## src/rtl/cordic_rtop_sched_pkg.sv

```systemverilog
//----------------------------------------------------------------------------
// Module  : cordic_rtop_sched_pkg
// Purpose : Shared types, defaults and round-robin helpers for the CORDIC
//           rectangular-to-polar scheduler.
// Rev     : 1.0
//----------------------------------------------------------------------------
`default_nettype none

package cordic_rtop_sched_pkg;

  localparam int NREQ_DEF       = 4;
  localparam int IW_DEF         = 14;
  localparam int OW_DEF         = 10;
  localparam int LAT_DEF        = 15;
  localparam int FIFO_DEPTH_DEF = 32;

  typedef struct packed {
    logic [$clog2(NREQ_DEF)-1:0] chan;
    logic [OW_DEF-1:0]           mag;
    logic [OW_DEF-1:0]           phase;
  } res_rec_t;

  // Channel index 'off' positions after 'base', wrapping modulo nreq.
  function automatic int rr_wrap(input int base, input int off, input int nreq);
    int s;
    s = base + off;
    return (s >= nreq) ? s - nreq : s;
  endfunction

  function automatic int rr_next(input int chan, input int nreq);
    return rr_wrap(chan, 1, nreq);
  endfunction

endpackage

`default_nettype wire

```

## src/rtl/sync_fifo_fwft.sv

```systemverilog
//----------------------------------------------------------------------------
// Module  : sync_fifo_fwft
// Purpose : Synchronous first-word-fall-through FIFO with occupancy count.
// Rev     : 1.0
//----------------------------------------------------------------------------
`default_nettype none

module sync_fifo_fwft
  import cordic_rtop_sched_pkg::*;
#(
  parameter int WIDTH = 8,
  parameter int DEPTH = FIFO_DEPTH_DEF,
  parameter int CNTW  = $clog2(DEPTH) + 1
) (
  input  logic             i_clk,
  input  logic             i_reset,
  input  logic             i_wr_en,
  input  logic [WIDTH-1:0] i_wr_data,
  input  logic             i_rd_en,
  output logic [WIDTH-1:0] o_rd_data,
  output logic             o_empty,
  output logic             o_full,
  output logic [CNTW-1:0]  o_count
);

  localparam int AW = $clog2(DEPTH);

  logic [WIDTH-1:0] mem_q [DEPTH];
  logic [AW-1:0]    wr_ptr_q, wr_ptr_d;
  logic [AW-1:0]    rd_ptr_q, rd_ptr_d;
  logic [CNTW-1:0]  count_q, count_d;
  logic             do_wr, do_rd;

  always_comb begin
    o_empty  = (count_q == '0);
    o_full   = (count_q == CNTW'(DEPTH));
    do_wr    = i_wr_en & ~o_full;
    do_rd    = i_rd_en & ~o_empty;
    wr_ptr_d = do_wr ? wr_ptr_q + AW'(1) : wr_ptr_q;
    rd_ptr_d = do_rd ? rd_ptr_q + AW'(1) : rd_ptr_q;
    unique case ({do_wr, do_rd})
      2'b10:   count_d = count_q + CNTW'(1);
      2'b01:   count_d = count_q - CNTW'(1);
      default: count_d = count_q;
    endcase
  end

  always_ff @(posedge i_clk) begin
    if (i_reset) begin
      wr_ptr_q <= '0;
      rd_ptr_q <= '0;
      count_q  <= '0;
    end else begin
      wr_ptr_q <= wr_ptr_d;
      rd_ptr_q <= rd_ptr_d;
      count_q  <= count_d;
    end
  end

  // Storage carries no reset; only entries behind a valid count are ever read.
  always_ff @(posedge i_clk) begin
    if (do_wr) mem_q[wr_ptr_q] <= i_wr_data;
  end

  assign o_rd_data = mem_q[rd_ptr_q];
  assign o_count   = count_q;

endmodule

`default_nettype wire

```

## src/rtl/cordic_rtop_sched.sv

```systemverilog
//----------------------------------------------------------------------------
// Module  : cordic_rtop_sched
// Purpose : Round-robin, credit-protected scheduler sharing one pipelined
//           rectangular-to-polar CORDIC between NREQ sample channels.
// Rev     : 1.0
//----------------------------------------------------------------------------
`default_nettype none

module cordic_rtop_sched
  import cordic_rtop_sched_pkg::*;
#(
  parameter int NREQ       = NREQ_DEF,
  parameter int IW         = IW_DEF,
  parameter int OW         = OW_DEF,
  parameter int LAT        = LAT_DEF,
  parameter int FIFO_DEPTH = FIFO_DEPTH_DEF,
  parameter int CW         = $clog2(NREQ)
) (
  input  logic              i_clk,
  input  logic              i_reset,
  input  logic [NREQ-1:0]   i_req_valid,
  output logic [NREQ-1:0]   o_req_ready,
  input  logic [NREQ*IW-1:0] i_req_x,
  input  logic [NREQ*IW-1:0] i_req_y,
  output logic [IW-1:0]     o_cordic_x,
  output logic [IW-1:0]     o_cordic_y,
  output logic              o_cordic_ce,
  input  logic [OW-1:0]     i_cordic_mag,
  input  logic [OW-1:0]     i_cordic_phase,
  output logic              o_res_valid,
  input  logic              i_res_ready,
  output logic [CW-1:0]     o_res_chan,
  output logic [OW-1:0]     o_res_mag,
  output logic [OW-1:0]     o_res_phase,
  output logic              o_busy
);

  localparam int CRW = $clog2(FIFO_DEPTH) + 1;
  localparam int RW  = CW + 2 * OW;

  if (FIFO_DEPTH < LAT + 2 || (FIFO_DEPTH & (FIFO_DEPTH - 1)) != 0 || NREQ < 2 || NREQ > 8)
  begin : g_cfg_check
    $error("cordic_rtop_sched: illegal NREQ/FIFO_DEPTH/LAT combination");
  end

  logic [CRW-1:0] credit_q, credit_d;
  logic [CW-1:0]  rr_ptr_q, rr_ptr_d;
  logic [IW-1:0]  cx_q, cx_d, cy_q, cy_d;
  logic [LAT:0]   tag_vld_q, tag_vld_d;
  logic [CW-1:0]  tag_chan_q [LAT+1];
  logic [CW-1:0]  tag_chan_d [LAT+1];

  logic [CW-1:0]  cand, grant_idx;
  logic           grant_any, pop, fifo_wr, fifo_empty, fifo_full;
  logic [RW-1:0]  fifo_rd_data;
  logic [CRW-1:0] fifo_count;

  // Scan offsets from farthest to nearest so the nearest asserted request wins.
  always_comb begin
    cand        = '0;
    grant_idx   = '0;
    grant_any   = 1'b0;
    if (credit_q != '0) begin
      for (int off = NREQ - 1; off >= 0; off--) begin
        cand = CW'(rr_wrap(int'(rr_ptr_q), off, NREQ));
        if (i_req_valid[cand]) begin
          grant_idx = cand;
          grant_any = 1'b1;
        end
      end
    end
    o_req_ready = grant_any ? (NREQ'(1) << grant_idx) : '0;
  end

  always_comb begin
    pop      = ~fifo_empty & i_res_ready;
    credit_d = credit_q;
    if (grant_any && !pop)      credit_d = credit_q - CRW'(1);
    else if (!grant_any && pop) credit_d = credit_q + CRW'(1);
    rr_ptr_d = grant_any ? CW'(rr_next(int'(grant_idx), NREQ)) : rr_ptr_q;
    cx_d     = grant_any ? i_req_x[int'(grant_idx)*IW +: IW] : cx_q;
    cy_d     = grant_any ? i_req_y[int'(grant_idx)*IW +: IW] : cy_q;
    // Stage 0 sits beside the CORDIC input register; stages 1..LAT track its latency.
    tag_vld_d     = {tag_vld_q[LAT-1:0], grant_any};
    tag_chan_d[0] = grant_idx;
    for (int k = 1; k <= LAT; k++) tag_chan_d[k] = tag_chan_q[k-1];
  end

  always_ff @(posedge i_clk) begin
    if (i_reset) begin
      credit_q  <= CRW'(FIFO_DEPTH);
      rr_ptr_q  <= '0;
      cx_q      <= '0;
      cy_q      <= '0;
      tag_vld_q <= '0;
      for (int k = 0; k <= LAT; k++) tag_chan_q[k] <= '0;
    end else begin
      credit_q  <= credit_d;
      rr_ptr_q  <= rr_ptr_d;
      cx_q      <= cx_d;
      cy_q      <= cy_d;
      tag_vld_q <= tag_vld_d;
      for (int k = 0; k <= LAT; k++) tag_chan_q[k] <= tag_chan_d[k];
    end
  end

  assign fifo_wr = tag_vld_q[LAT];

  sync_fifo_fwft #(
    .WIDTH (RW),
    .DEPTH (FIFO_DEPTH),
    .CNTW  (CRW)
  ) u_fifo (
    .i_clk     (i_clk),
    .i_reset   (i_reset),
    .i_wr_en   (fifo_wr),
    .i_wr_data ({tag_chan_q[LAT], i_cordic_mag, i_cordic_phase}),
    .i_rd_en   (pop),
    .o_rd_data (fifo_rd_data),
    .o_empty   (fifo_empty),
    .o_full    (fifo_full),
    .o_count   (fifo_count)
  );

  // Credit accounting must keep the FIFO from ever being written while full.
  always_ff @(posedge i_clk) begin
    if (!i_reset) begin
      assert (!(fifo_wr && fifo_full));
      assert (32'(fifo_count) + 32'(credit_q) <= 32'(FIFO_DEPTH));
    end
  end

  assign o_cordic_x  = cx_q;
  assign o_cordic_y  = cy_q;
  assign o_cordic_ce = 1'b1;
  assign o_res_valid = ~fifo_empty;
  assign o_res_chan  = fifo_rd_data[2*OW +: CW];
  assign o_res_mag   = fifo_rd_data[OW +: OW];
  assign o_res_phase = fifo_rd_data[0 +: OW];
  assign o_busy      = (credit_q != CRW'(FIFO_DEPTH));

endmodule

`default_nettype wire

```

## config.mk

```make
export PLATFORM = sky130hd
export DESIGN_NAME = cordic_rtop_sched
export DESIGN_NICKNAME = d
export VERILOG_FILES = /design/src/rtl/cordic_rtop_sched_pkg.sv /design/src/rtl/sync_fifo_fwft.sv /design/src/rtl/cordic_rtop_sched.sv
export SDC_FILE = /design/constraint.sdc
export NUM_CORES = 1
export LEC_CHECK = 0
export BUFFER_PORTS_ARGS = -buffer_cell sky130_fd_sc_hd__buf_4
export CELL_PAD_IN_SITES_DETAIL_PLACEMENT = 2
export CELL_PAD_IN_SITES_GLOBAL_PLACEMENT = 2
export CORE_MARGIN = 1.5
export CORE_UTILIZATION = 42
export DETAILED_ROUTE_END_ITERATION = 8
export PLACE_DENSITY = 0.82
export SYNTH_ARGS = -nofsm -noshare
export SYNTH_HDL_FRONTEND = slang
export SYNTH_SLANG_ARGS = --single-unit
```

## constraint.sdc

```tcl
create_clock -name i_clk -period 5.6 [get_ports i_clk]
set_clock_uncertainty 0.15 [all_clocks]
set_input_delay 0.28 -clock i_clk [delete_from_list [all_inputs] [get_ports i_clk]]
set_output_delay 0.28 -clock i_clk [all_outputs]
set_load 0.01 [all_outputs]
```

== Yosys cells after proc, flatten, opt, wreduce, memory -nomap -nowiden ==
Memories as Yosys holds them, arrays and structs flattened. A register that Yosys moved wholly into a read port is not among the register bits.
Index checks and enable logic that the tools add are counted.
W data, S select, Z words.
Cells by class
  add/subtract/negate cells: 15
  multipliers: 1
  order comparisons: 9
  equality and inequality tests: 4
  shifts and indexed selects: 3
  mux-type cells: 50
  bitwise operators: 21
  reduce and logical (&&, ||, !) cells: 8
Operator list (number)
  $shiftx A56 B32 Y14: 1
  $shiftx A56 B7 Y14: 1
  $mux W2: 26
  $or A1 B1 Y1: 16
  $mux W1: 14
  $add A6 B1 Y6 const B: 2
  $ge A3 B3 Y1 const B: 4
  $lt A2 B3 Y1 const B: 4
  $mux W6: 2
  $pmux W6 S2: 1
  $sub A6 B1 Y6 const B: 2
  $add A5 B1 Y5 const B: 2
  $mux W5: 2
  $sub A2 B1 Y2 const B: 5
  $bmux W1 S2: 4
  $add A2 B1 Y3 const B: 2
  $add A2 B2 Y3 const B: 2
  $eq A6 B6 Y1 const B: 1
  $logic_not A6 Y1: 1
  $ne A6 B6 Y1 const B: 1
  $reduce_bool A6 Y1: 1
  $mul A2 B3 Y5 const B: 1
  $mux W4: 1
  $reduce_bool A2 Y1: 2
  other kinds (8): 13
Storage, ports and cells
  register bits after elaboration: 68
  bits in writable memories: 736
  bits of input ports: 139
  output and inout port bits: 57
  word-level logic and storage cells: 121
  memories kept: 2
Memory list
  u_fifo.mem_q: words 32, width 22, read ports 1, clocked after Yosys merged registers in 1, wr ports 1, line sync_fifo_fwft.sv:28  | logic [WIDTH-1:0] mem_q [DEPTH];
  tag_chan_q: words 16, width 2, read ports 16, clocked after Yosys merged registers in 0, wr ports 16, line cordic_rtop_sched.sv:50  | logic [CW-1:0] tag_chan_q [LAT+1];

== Logic depth before layout (Yosys ltp) ==
Gate-level depths: netlist of run 1.
  word-level depth: 14
  depth in mapped cells: 12
  mapped depth without buffers: 11

== Cells and area by module ==
From an unflattened synthesis of run 1, not the netlist that was laid out.
Unflattened totals
  cells, all modules: 1805
  area, all modules: 31667.9 um^2
Modules (own cells, without submodules)
  sync_fifo_fwft: times used 1, cells each 1414, area an instance 27921.8 um^2, sequential area each 21560.7 um^2
  cordic_rtop_sched: times used 1, cells each 391, area an instance 3746.1 um^2, sequential area each 1681.6 um^2

== Worst setup path after synthesis of run 1 ==
OpenSTA, ideal clock, no wires.
  path type: register to register
  start: register u_fifo.count_q[1] (netlist: u_fifo.o_count[1])
  end: register u_fifo.count_q[5] (netlist: u_fifo.o_count[5])
  setup time: 128 ps
  data arrival time: 3007 ps
  required time: 5322 ps
  path slack: 2316 ps
  stages on the path, launching flop included: 12
  path buffers: 0
  period minus slack after synthesis: 3284 ps
  cells stage by stage: dfxtp_1 or4_1 or3_1 nand2_1 inv_2 ha_1 ha_1 or4b_1 a311o_1 o311ai_1 xnor2_1 nor2_1
On the way
  word-level cells in the longest chain between the ends: 6
  elaborated cells between the ends (all ways): 13
  those cells by class: add/sub: 2; eq/ne: 3; mux: 1; bitwise: 5; reduce/logical: 2
RTL lines
  from (decl): line sync_fifo_fwft.sv:31  | logic [CNTW-1:0] count_q, count_d;
  from (signal assigned): line sync_fifo_fwft.sv:56  | count_q <= count_d;
  $logic_not A6 Y1 *: line sync_fifo_fwft.sv:35  | o_empty = (count_q == '0);
  $not A1 Y1 *
  via o_res_valid: line cordic_rtop_sched.sv:30  | output logic o_res_valid,
  $and A1 B1 Y1: line cordic_rtop_sched.sv:76  | pop = ~fifo_empty & i_res_ready;
  $and A1 B1 Y1 *: line sync_fifo_fwft.sv:38  | do_rd = i_rd_en & ~o_empty;
  via u_fifo.do_rd: line sync_fifo_fwft.sv:32  | logic do_wr, do_rd;
  $eq A2 B1 Y1 / $eq A2 B2 Y1 (equally long branches): line sync_fifo_fwft.sv:41  | unique case ({do_wr, do_rd})
  $pmux W6 S2 / $reduce_bool A2 Y1 (equally long branches)
The timed path passes the listed nets; every way through them passes the cells marked *.
A chain may end at the register's enable or synchronous reset.

== Worst setup path in the final report of run 1 ==
  start: register credit_q[2]
  end: output port o_req_ready[3]
On the way
  word-level cells in the longest chain between the ends: 4
  elaborated cells between the ends (all ways): 5
  those cells by class: shift: 1; mux: 3; reduce/logical: 1
RTL lines
  from (decl): line cordic_rtop_sched.sv:46  | logic [CRW-1:0] credit_q, credit_d;
  from (signal assigned): line cordic_rtop_sched.sv:91  | credit_q <= CRW'(FIFO_DEPTH);
  from (signal assigned): line cordic_rtop_sched.sv:98  | credit_q <= credit_d;
  $reduce_bool A6 Y1: line cordic_rtop_sched.sv:63  | if (credit_q != '0) begin
  $mux W2: line cordic_rtop_sched.sv:63
  via grant_idx[1]: line cordic_rtop_sched.sv:53  | logic [CW-1:0] cand, grant_idx;
  $shl A1 B2 Y4: line cordic_rtop_sched.sv:72  | o_req_ready = grant_any ? (NREQ'(1) << grant_idx) : '0;
  $mux W4: line cordic_rtop_sched.sv:72
  to (decl): line cordic_rtop_sched.sv:22  | output logic [NREQ-1:0] o_req_ready,
The timed path passes the listed nets, and every way through them passes these cells.

==> impl_results.rst, run 1 <==
.. list-table::
   :header-rows: 1

   * - Metric
     - Value
   * - Status
     - complete, no violations
   * - Number of placed instances with taps included
     - 2691
   * - Static power due to leakage
     - 12.2 nW
   * - Worst slew margin relative to its limit
     - 9.75%
   * - Tightest Hold Check Type
     - primary input to flip-flop
   * - Post-CTS setup buffer count
     - 0
   * - Overall power of the completed layout
     - 13.6 mW
   * - Data arrival time of the critical path
     - 3.86 ns
   * - TritonCTS buffer count
     - 85
   * - Critical R2R Launch
     - rr_ptr_q[0]
   * - Post-Syn Area per Cell
     - 20.1 sq um
   * - Fin cells
     - 2929
   * - Worst-Margin Slew
     - 1.35 ns
   * - Die Outline Area
     - 77100 sq um
   * - Crit path buf inv count
     - 3
   * - Power density over the cells
     - 358 nW/um^2
   * - Wirelength, routed
     - 112000 um
   * - Main flop type after synthesis
     - sky130_fd_sc_hd__edfxtp_1
   * - Number of H-tree levels
     - 3
   * - Dpl hpwl
     - 62200 um
   * - Top Ports
     - 196
   * - Slowest CP cell
     - sky130_fd_sc_hd__nor3_2
   * - Maximum single-stage delay on the critical path
     - 0.69 ns
   * - Maximum resistive drop on vdd
     - 0.210 mV
   * - Max Fclk
     - 0.233 GHz
   * - Clock Latency Late Sink
     - 0.67 ns
   * - Synthesized Nets
     - 1736
   * - Final-report hold violation count
     - 0
   * - Clock Tree Buf Depth
     - 3
   * - Setup repair after global routing missed its margin
     - no
   * - Gate count of the mapped netlist
     - 1579
   * - Tcrit/Tclk final
     - 76.6%
   * - Main combinational cell family by area after synthesis
     - multiplexers
   * - Antenna-violating nets left
     - 0
   * - Vias in the first global route
     - 20000
   * - Largest net degree at the start of global routing
     - 76
   * - Clock tree sinks
     - 809
   * - GR Util All Layers
     - 29.1%
   * - Area fraction in compound gates after synthesis
     - 3.42%
   * - Total Nets Final
     - 2047
   * - Count of distinct cell types in the synthesized netlist
     - 55
   * - Detailed Routing Iterations Pass 1
     - 5
   * - Total via count after detailed routing
     - 17900
   * - Fraction of registers with async set/reset
     - 0%
   * - Post-synthesis instance area
     - 31700 sq um
   * - Layout overhead on the synthesized area
     - 19.5%
   * - Area fraction in and, or, nand and nor cells after synthesis
     - 3.70%
   * - Die outline height
     - 278 um
   * - Number of max-cap violations
     - 0
   * - Clock Pin Slew Worst Setup and Hold Paths
     - 0.07 ns
   * - Final number of max-transition violations
     - 0
   * - Via/cell ratio
     - 6.10
   * - Worst setup path start
     - credit_q[2]
   * - Gp weighted congestion
     - 0.765
   * - Data required time at the worst endpoint
     - 5.17 ns
   * - Final global-route overflow total
     - 0
   * - Std-Cell Core Area
     - 74600 sq um
   * - Wirelength per Cell
     - 38.1 um
   * - Crit. End Element
     - primary output
   * - Detailed-route DRC error count
     - 0
   * - Cell class contributing the biggest share of worst-path delay
     - simple AND/OR/NAND/NOR gates
   * - Antenna violations before repair
     - 11
   * - Final-layout setup total negative slack
     - 0 ns
   * - Sequential share of the synthesized area
     - 73.4%
   * - Arithmetic-cell share of the synthesized area counting full adders, half adders and majority gates
     - 0.735%
   * - Layout cell share with drive strength beyond 1
     - 33.4%
   * - Detailed router's first-iteration violation count
     - 1910
   * - Number of register bits inferred by synthesis
     - 809
   * - Chip Width
     - 278 um
   * - Wire length of the first global-routing pass
     - 156000 um
   * - Crit Path Max Fanout
     - 22
   * - Starting density of the core
     - 42.5%
   * - CP Launch Type
     - flip-flop
   * - Library cell used as clock root buffer
     - sky130_fd_sc_hd__clkbuf_16
   * - Min Clock Period, post-route
     - 4.29 ns
   * - Mux contribution to synthesized area
     - 16.7%
   * - Site row count
     - 100
   * - Yosys warning count
     - 0
   * - Source of the worst hold timing path
     - i_reset
   * - Start-to-end type of the worst setup path
     - flip-flop to primary output
   * - Xor and xnor area share after synthesis
     - 0.442%
   * - Clock tree from TritonCTS
     - yes
   * - Number of synthesized flops with an enable pin
     - 704
   * - Post_cts resized
     - 0
   * - Cell-by-cell listing of the critical path
     - or4_1 -> nor3_2 -> buf_4 -> nand2b_1 -> inv_1 -> ha_1 -> and2_1 -> buf_4
   * - Fill cell instance count of the final layout
     - 6564
   * - Final count of negative-setup-slack endpoints
     - 0
   * - Library cell appearing most often on the critical path
     - sky130_fd_sc_hd__buf_4
   * - Port bufs
     - 194
-- layout make-up --
cell class              count  area [sq um]  share of cell area (%)
flip-flops and latches    809         23300                    61.4
multi-input cells         655          8020                    21.2
repair buffers            326          2680                    7.06
clock buffers             108          2250                    5.94
well taps                 969          1210                    3.20
clock inverters            45           397                    1.05
inverters                  13          48.8                   0.129
diodes                      4          10.0                  0.0264
-- per-layer routing --
layer  up-vias  global-route usage (%)  wire, um
met1      9644                    34.0     40000
met2       884                    52.9     59800
li1       7112                       -         -
met3       226                    5.86      7800
met4         8                    10.8      3960
met5         -                       0        57
-- cells in the final DEF, fill, tap and decap left out, types with 24 or more instances in the layout --
cell type                       synthesis  routed
sky130_fd_sc_hd__a211oi_1              28      28
sky130_fd_sc_hd__buf_4                 11     243
sky130_fd_sc_hd__clkbuf_16              0      86
sky130_fd_sc_hd__dfxtp_1              105     101
sky130_fd_sc_hd__dlygate4sd3_1          0      81
sky130_fd_sc_hd__edfxtp_1             704     704
sky130_fd_sc_hd__mux2_2                24      24
sky130_fd_sc_hd__mux4_2               220     220
sky130_fd_sc_hd__nand2_1               40      40
sky130_fd_sc_hd__nor2_1                61      29
sky130_fd_sc_hd__nor2_2                 0      32
sky130_fd_sc_hd__nor2b_1               50      50
sky130_fd_sc_hd__nor4_1                30      30
sky130_fd_sc_hd__o211a_1               28      28
sky130_fd_sc_hd__o21ai_0               34      33
sky130_fd_sc_hd__o31ai_1               29      29
-- final timing paths --
kind | slack, ns | cells past startpoint | to
min | 0.02 | 2 | credit_q[1]
max | 1.31 | 8 | o_req_ready[3]
max reg2reg | 1.52 | 8 | o_cordic_y[5]
min reg2reg | 0.28 | 1 | tag_vld_q[5]
-- sequential cells by signal (all words and copies together) (netlist names), 5 cells and up, named ones only --
| signal | cells |
|---|---|
| credit_q | 6 |
| o_cordic_x | 14 |
| o_cordic_y | 14 |
| tag_chan_q | 32 |
| tag_vld_q | 16 |
| u_fifo.mem_q | 704 |
| u_fifo.o_count | 6 |
| u_fifo.rd_ptr_q | 5 |
| u_fifo.wr_ptr_q | 5 |
-- through the flow --
stage                     hold slack (ns)  utilization [%]  cell area, sq um  setup slack (ns)
final                              0.0160             50.8             37900              1.31
after global routing               0.0906             50.8             37900              1.22
after CTS                          0.0199             50.8             37900              1.56
after detailed placement            0.276             46.1             34400              2.05
after global placement              0.267             46.1             34400              2.12
after floorplan                     0.229                -             31700              2.32
-- synth_stat cells (2+ instances only) --
library cell	instances	area [sq um]
sky130_fd_sc_hd__or3b_2	3	26.3
sky130_fd_sc_hd__buf_4	11	82.6
sky130_fd_sc_hd__nor3b_1	2	15.0
sky130_fd_sc_hd__or4_1	2	15.0
sky130_fd_sc_hd__nand4_1	3	18.8
sky130_fd_sc_hd__a211oi_1	28	210
sky130_fd_sc_hd__nor3_1	5	25.0
sky130_fd_sc_hd__clkbuf_1	68	255
sky130_fd_sc_hd__ha_1	17	213
sky130_fd_sc_hd__a21o_1	3	22.5
sky130_fd_sc_hd__dfxtp_1	105	2100
sky130_fd_sc_hd__xnor2_1	6	52.6
sky130_fd_sc_hd__a21oi_1	10	50.1
sky130_fd_sc_hd__buf_1	8	30.0
sky130_fd_sc_hd__o21ai_0	34	170
sky130_fd_sc_hd__xor2_1	10	87.6
sky130_fd_sc_hd__nand3_1	2	10.0
sky130_fd_sc_hd__and2_1	6	37.5
sky130_fd_sc_hd__mux2_2	24	270
sky130_fd_sc_hd__nor4_1	30	188
sky130_fd_sc_hd__mux2i_1	5	50.1
sky130_fd_sc_hd__or2_2	3	18.8
sky130_fd_sc_hd__nand2b_1	6	37.5
sky130_fd_sc_hd__buf_2	9	45.0
sky130_fd_sc_hd__nor2_1	61	229
sky130_fd_sc_hd__edfxtp_1	704	21100
sky130_fd_sc_hd__o211a_1	28	280
sky130_fd_sc_hd__nor2b_1	50	313
sky130_fd_sc_hd__a31oi_1	2	12.5
sky130_fd_sc_hd__buf_6	6	67.6
sky130_fd_sc_hd__or3_1	3	18.8
sky130_fd_sc_hd__nand2_1	40	150
sky130_fd_sc_hd__a22oi_1	2	15.0
sky130_fd_sc_hd__nand3b_1	3	22.5
sky130_fd_sc_hd__mux4_2	220	4950
sky130_fd_sc_hd__o31ai_1	29	218
sky130_fd_sc_hd__o22a_1	2	17.5
sky130_fd_sc_hd__inv_1	12	45.0
-- what timing repair did --
action                                 CTS  global route
setup endpoints to repair                0             0
hold buffers                            81             0
endpoints found under the hold margin  670             0
-- where the power goes --
| part | internal (mW) | total (mW) | switching [mW] |
|---|---|---|---|
| Sequential | 6.64 | 6.75 | 0.106 |
| Combinational | 0.507 | 1.21 | 0.703 |
| Clock | 3.09 | 5.61 | 2.52 |
| Total | 10.2 | 13.6 | 3.33 |
-- cell families (layout without fill, tap and decap cells) --
logic type / after synthesis / count (layout)
flip-flops: 809 / 809
AND/OR/NAND/NOR: 224 / 224
buffers and inverters: 115 / 492
other: 1 / 5
multiplexers: 249 / 249
adder cells (fa/ha/maj): 18 / 18
XOR/XNOR: 16 / 16
AO/OA/AOI/OAI: 147 / 147
Power figures use the tool's default switching activity.
==> run 2, diff against run 1 <==
--- a/config.mk
+++ b/config.mk
@@ -5,13 +5,14 @@
 export SDC_FILE = /design/constraint.sdc
 export NUM_CORES = 1
 export LEC_CHECK = 0
+export ABC_AREA = 1
 export BUFFER_PORTS_ARGS = -buffer_cell sky130_fd_sc_hd__buf_4
 export CELL_PAD_IN_SITES_DETAIL_PLACEMENT = 2
 export CELL_PAD_IN_SITES_GLOBAL_PLACEMENT = 2
 export CORE_MARGIN = 1.5
-export CORE_UTILIZATION = 42
+export CORE_UTILIZATION = 37
 export DETAILED_ROUTE_END_ITERATION = 8
-export PLACE_DENSITY = 0.82
+export PLACE_DENSITY = 0.85
 export SYNTH_ARGS = -nofsm -noshare
 export SYNTH_HDL_FRONTEND = slang
 export SYNTH_SLANG_ARGS = --single-unit
==> constraint.sdc (replaced) <==
create_clock -name i_clk -period 3.65 [get_ports i_clk]
set_clock_uncertainty 0.15 [all_clocks]
set_input_delay 0.1825 -clock i_clk [delete_from_list [all_inputs] [get_ports i_clk]]
set_output_delay 0.1825 -clock i_clk [all_outputs]
set_load 0.01 [all_outputs]
==> run 2 against run 1 <==
  * Final cell count rose by 49%
  * Register-to-register slack lost 1.4 ns
  * Non-clock buffer count is 58 higher
  * The flow now finishes with violations (negative setup slack)
  * Critical endpoint is now o_res_mag[3]
  * Design area rose by 6.2%
  * Core utilization fell by 5.2 points
  * Critical path depth unchanged
  * Largest cell class unchanged
==> impl_results.rst, run 2 <==
.. list-table::
   :header-rows: 1

   * - Metric
     - Value
   * - Status
     - finished, violations left
   * - Violated checks
     - negative setup slack
   * - Crit Path Max Fanout
     - 59 (+170%)
   * - Setup slack of the worst register-to-register path
     - 0.15 ns (-1.37 ns)
   * - GR Util All Layers
     - 33.1% (+4.0 points)
   * - Number of register bits inferred by synthesis
     - 809 (unchanged)
   * - Cell class contributing the biggest share of worst-path delay
     - compound AO/OA/AOI/OAI gates
   * - Antenna violations before repair
     - 11 (unchanged)
   * - Largest register by flop count
     - u_fifo.mem_q
   * - Top Ports
     - 196 (unchanged)
   * - Final count of negative-setup-slack endpoints
     - 1 (+1)
   * - Pre-CTS setup slack
     - 0.212 ns (-1.84 ns)
   * - Final design instance area without fill
     - 40200 sq um (+6.2%)
   * - Data required time at the worst endpoint
     - 3.32 ns (-1.85 ns)
   * - Capture instance of the worst register-to-register path
     - o_cordic_x[11]
   * - Detailed-route DRC error count
     - 0 (unchanged)
   * - Final global-route overflow total
     - 0 (unchanged)
   * - Number of synthesized flops with an enable pin
     - 704 (unchanged)
   * - Layout overhead on the synthesized area
     - 22.3%
   * - Most frequent cells in the layout
     - sky130_fd_sc_hd__edfxtp_1, sky130_fd_sc_hd__nor2_1, sky130_fd_sc_hd__o21ai_0
   * - Main flop type after synthesis
     - sky130_fd_sc_hd__edfxtp_1
   * - Min Clock Period, post-route
     - 3.65 ns
   * - Std-Cell Core Area
     - 88200 sq um (+18%)
   * - Start-to-end type of the worst setup path
     - flip-flop to primary output
   * - Cell-by-cell listing of the critical path
     - buf_12 -> o21ai_0 -> o22ai_1 -> o21ai_0 -> o21ai_1 -> nor2_1 -> a31oi_4 -> buf_4
   * - Fraction of registers with async set/reset
     - 0% (unchanged)
   * - Share of the synthesized area in the top cell type
     - 64.3% (-2.4 points)
   * - Gate count of the mapped netlist
     - 2819 (+79%)
   * - Biggest area contributors in the synthesized netlist
     - sky130_fd_sc_hd__edfxtp_1, sky130_fd_sc_hd__dfxtp_1, sky130_fd_sc_hd__nor2_1
   * - Clock Latency Late Sink
     - 0.67 ns (about the same)
   * - Worst reg-to-reg path cell count
     - 16 (+8)
   * - Fin cells
     - 4350 (+49%)
   * - Library cell appearing most often on the critical path
     - sky130_fd_sc_hd__o21ai_0
   * - Layout cell share with drive strength beyond 1
     - 13.9% (-20 points)
   * - Clock Pin Slew Worst Setup and Hold Paths
     - 0.07 ns (about the same)
   * - Starting density of the core
     - 37.3% (-5.2 points)
   * - Yosys warning count
     - 0 (unchanged)
   * - Worst-Margin Slew
     - 1.43 ns (+0.0791 ns)
   * - Dominant cell type by area after synthesis
     - sky130_fd_sc_hd__edfxtp_1
   * - Wirelength per Cell
     - 35.1 um (-7.9%)
   * - Tcrit/Tclk final
     - 100%
   * - Crit. End Element
     - primary output
   * - Slowest CP cell
     - sky130_fd_sc_hd__dfxtp_4
   * - Wire length of the first global-routing pass
     - 215000 um (+38%)
   * - Source of the worst hold timing path
     - i_res_ready
   * - Fill cell instance count of the final layout
     - 8693 (+32%)
   * - Synthesized Nets
     - 2976 (+71%)
   * - Total Nets Final
     - 3258 (+59%)
   * - Clock Tree Buf Depth
     - 3 (unchanged)
   * - Antenna-violating nets left
     - 0 (unchanged)
   * - Largest register FFs
     - 704 (unchanged)
   * - Chip Width
     - 301 um (+8.5%)
   * - Final number of max-transition violations
     - 0 (unchanged)
   * - Overall power of the completed layout
     - 29.9 mW (+120%)
   * - Detailed router's first-iteration violation count
     - 2900 (+52%)
   * - Setup repair after global routing missed its margin
     - yes
   * - Data arrival time of the critical path
     - 3.32 ns (-0.54 ns)
   * - Gp weighted congestion
     - 0.785 (+2.7%)
   * - Port bufs
     - 194 (unchanged)
   * - Tightest Hold Check Type
     - primary input to flip-flop
   * - Library cell used as clock root buffer
     - sky130_fd_sc_hd__clkbuf_16
   * - TritonCTS buffer count
     - 89 (+4.7%)
   * - Sequential share of the synthesized area
     - 70.7% (-2.7 points)
   * - Crit path buf inv count
     - 2 (-1)
   * - CP Launch Type
     - flip-flop
   * - Register area
     - 23300 sq um (about the same)
   * - Post-Route Hold Slack
     - 0.0330 ns (+0.0171 ns)
   * - Largest regs
     - u_fifo.mem_q (704), tag_chan_q (32), tag_vld_q (16)
   * - Die Outline Area
     - 90700 sq um (+18%)
   * - Via/cell ratio
     - 6.12 (+0.37%)
   * - Combined area of the multi-input logic cells
     - 8230 sq um (+2.6%)
   * - Worst slew margin relative to its limit
     - 4.25% (-5.5 points)
   * - Most common library cell in the layout ignoring fill and taps
     - sky130_fd_sc_hd__edfxtp_1
   * - Instance area at placement
     - 35900 sq um (+4.2%)
   * - Number of placed instances with taps included
     - 4039 (+50%)
   * - Wirelength, routed
     - 153000 um (+37%)
   * - Final-report hold violation count
     - 0 (unchanged)
   * - Post-Syn Area per Cell
     - 11.7 sq um (-42%)
   * - Max Fclk
     - 0.274 GHz
   * - Post-synthesis instance area
     - 32900 sq um (+3.8%)
   * - Count of distinct cell types in the synthesized netlist
     - 36 (-35%)
   * - Post-route worst setup slack
     - -0.000295 ns (-1.31 ns)
   * - Vias in the first global route
     - 29600 (+48%)
   * - Site row count
     - 109 (+9.0%)
   * - Clock tree from TritonCTS
     - yes
   * - Critical R2R Launch
     - rr_ptr_q[0]
   * - Total via count after detailed routing
     - 26600 (+49%)
   * - Power density over the cells
     - 743 nW/um^2 (+110%)
   * - Static power due to leakage
     - 14.4 nW (+18%)
   * - Number of max-cap violations
     - 0 (unchanged)
   * - Most frequent cell after synthesis
     - sky130_fd_sc_hd__edfxtp_1
   * - Clock tree sinks
     - 809 (unchanged)
   * - Maximum resistive drop on vdd
     - 0.518 mV (+150%)
   * - Die outline height
     - 301 um (+8.5%)
   * - Synth top cells by count
     - sky130_fd_sc_hd__edfxtp_1, sky130_fd_sc_hd__nor2_1, sky130_fd_sc_hd__o21ai_0, sky130_fd_sc_hd__inv_1, sky130_fd_sc_hd__nand3_1
   * - Final-layout setup total negative slack
     - -0.000295 ns (-0.000295 ns)
   * - Maximum single-stage delay on the critical path
     - 0.63 ns (-0.06 ns)
   * - Post-layout util
     - 45.6% (-5.2 points)
   * - Number of H-tree levels
     - 3 (unchanged)
   * - Detailed Routing Iterations Pass 1
     - 7 (+2)
   * - Largest net degree at the start of global routing
     - 83 (+9.2%)
   * - Worst hold path stage count
     - 6 (+4)
   * - Dpl hpwl
     - 76200 um (+22%)
[run 2: cell types whose count changed after synthesis, sizes merged, moves of 29 or more]
cell	before	now
clkbuf	68	147
nor4	30	1
inv	13	240
nor2	61	553
o21ai	34	397
nand2	40	137
mux4	220	0
nand3	2	207
o221ai	0	138
o22ai	0	38
o31ai	29	0
nor2b	50	0
[run 2: timing repair]
| item | 4_1_cts | 5_1_grt |
|---|---|---|
| hold endpoints to repair | 690 | 0 |
| hold buffers | 133 | 0 |
| resized for setup | 6 | 20 |
| buffers inserted | 3 | 0 |
| endpoints found under the setup margin | 18 | 44 |
[run 2: area by class of cell]
| cell class | instances | area share, % |
|---|---|---|
| Tap cell | 1165 | 3.63 |
| Timing Repair Buffer | 384 | 8.67 |
| Sequential cell | 809 | 57.8 |
| Multi-Input combinational cell | 1577 | 20.5 |
| Antenna cell | 10 | 0.0622 |
| Clock buffer | 117 | 5.98 |
| Clock inverter | 48 | 1.05 |
| Inverter | 240 | 2.31 |
[run 2: cells by family (layout without fill, tap and decap cells)]
family / Yosys count / count (layout) / synth area share (%)
AND/OR/NAND/NOR: 909 / 909 / 11.3
XOR/XNOR: 13 / 13 / 0.346
buffers and inverters: 433 / 789 / 5.18
other: 1 / 11 / 0.0114
adder cells (fa/ha/maj): 18 / 18 / 0.708
flip-flops: 809 / 809 / 70.7
AO/OA/AOI/OAI: 636 / 636 / 11.8
[run 2: report_power, final]
part / internal, mW / leakage [nW] / total, mW / switching (mW)
Clock: 5.03 / 1.38 / 9.27 / 4.24
Combinational: 3.37 / 5.77 / 9.98 / 6.60
Sequential: 10.3 / 7.20 / 10.6 / 0.368
Total: 18.7 / 14.4 / 29.9 / 11.2
[run 2: worst register-to-register path: cells and delay by family (launching register included)]
| family | cells | cell delay (ns) |
|---|---|---|
| flops | 1 | 0.40 |
| simple gates | 10 | 1.37 |
| buf+inv | 6 | 1.50 |
[run 2: routing by layer]
metal | share of wire, % | vias up | GRT usage, %
met4 | 7.3 | 2 | 21.5
met2 | 51 | 1571 | 59.4
li1 | - | 10700 | -
met1 | 35 | 13800 | 36.0
met3 | 6.3 | 608 | 5.56
met5 | 0.0085 | - | 0
[run 2: worst max path at each step]
stage / endpoint / slack (ns) / cells after the start
final: o_res_mag[3] / -0.0003 / 8
after global routing: o_req_ready[2] / -0.05 / 12
after CTS: o_res_mag[2] / 0.002 / 10
after detailed placement: credit_q[4] / 0.21 / 15
after global placement: credit_q[4] / 0.34 / 15
after floorplan: credit_q[4] / 0.35 / 20
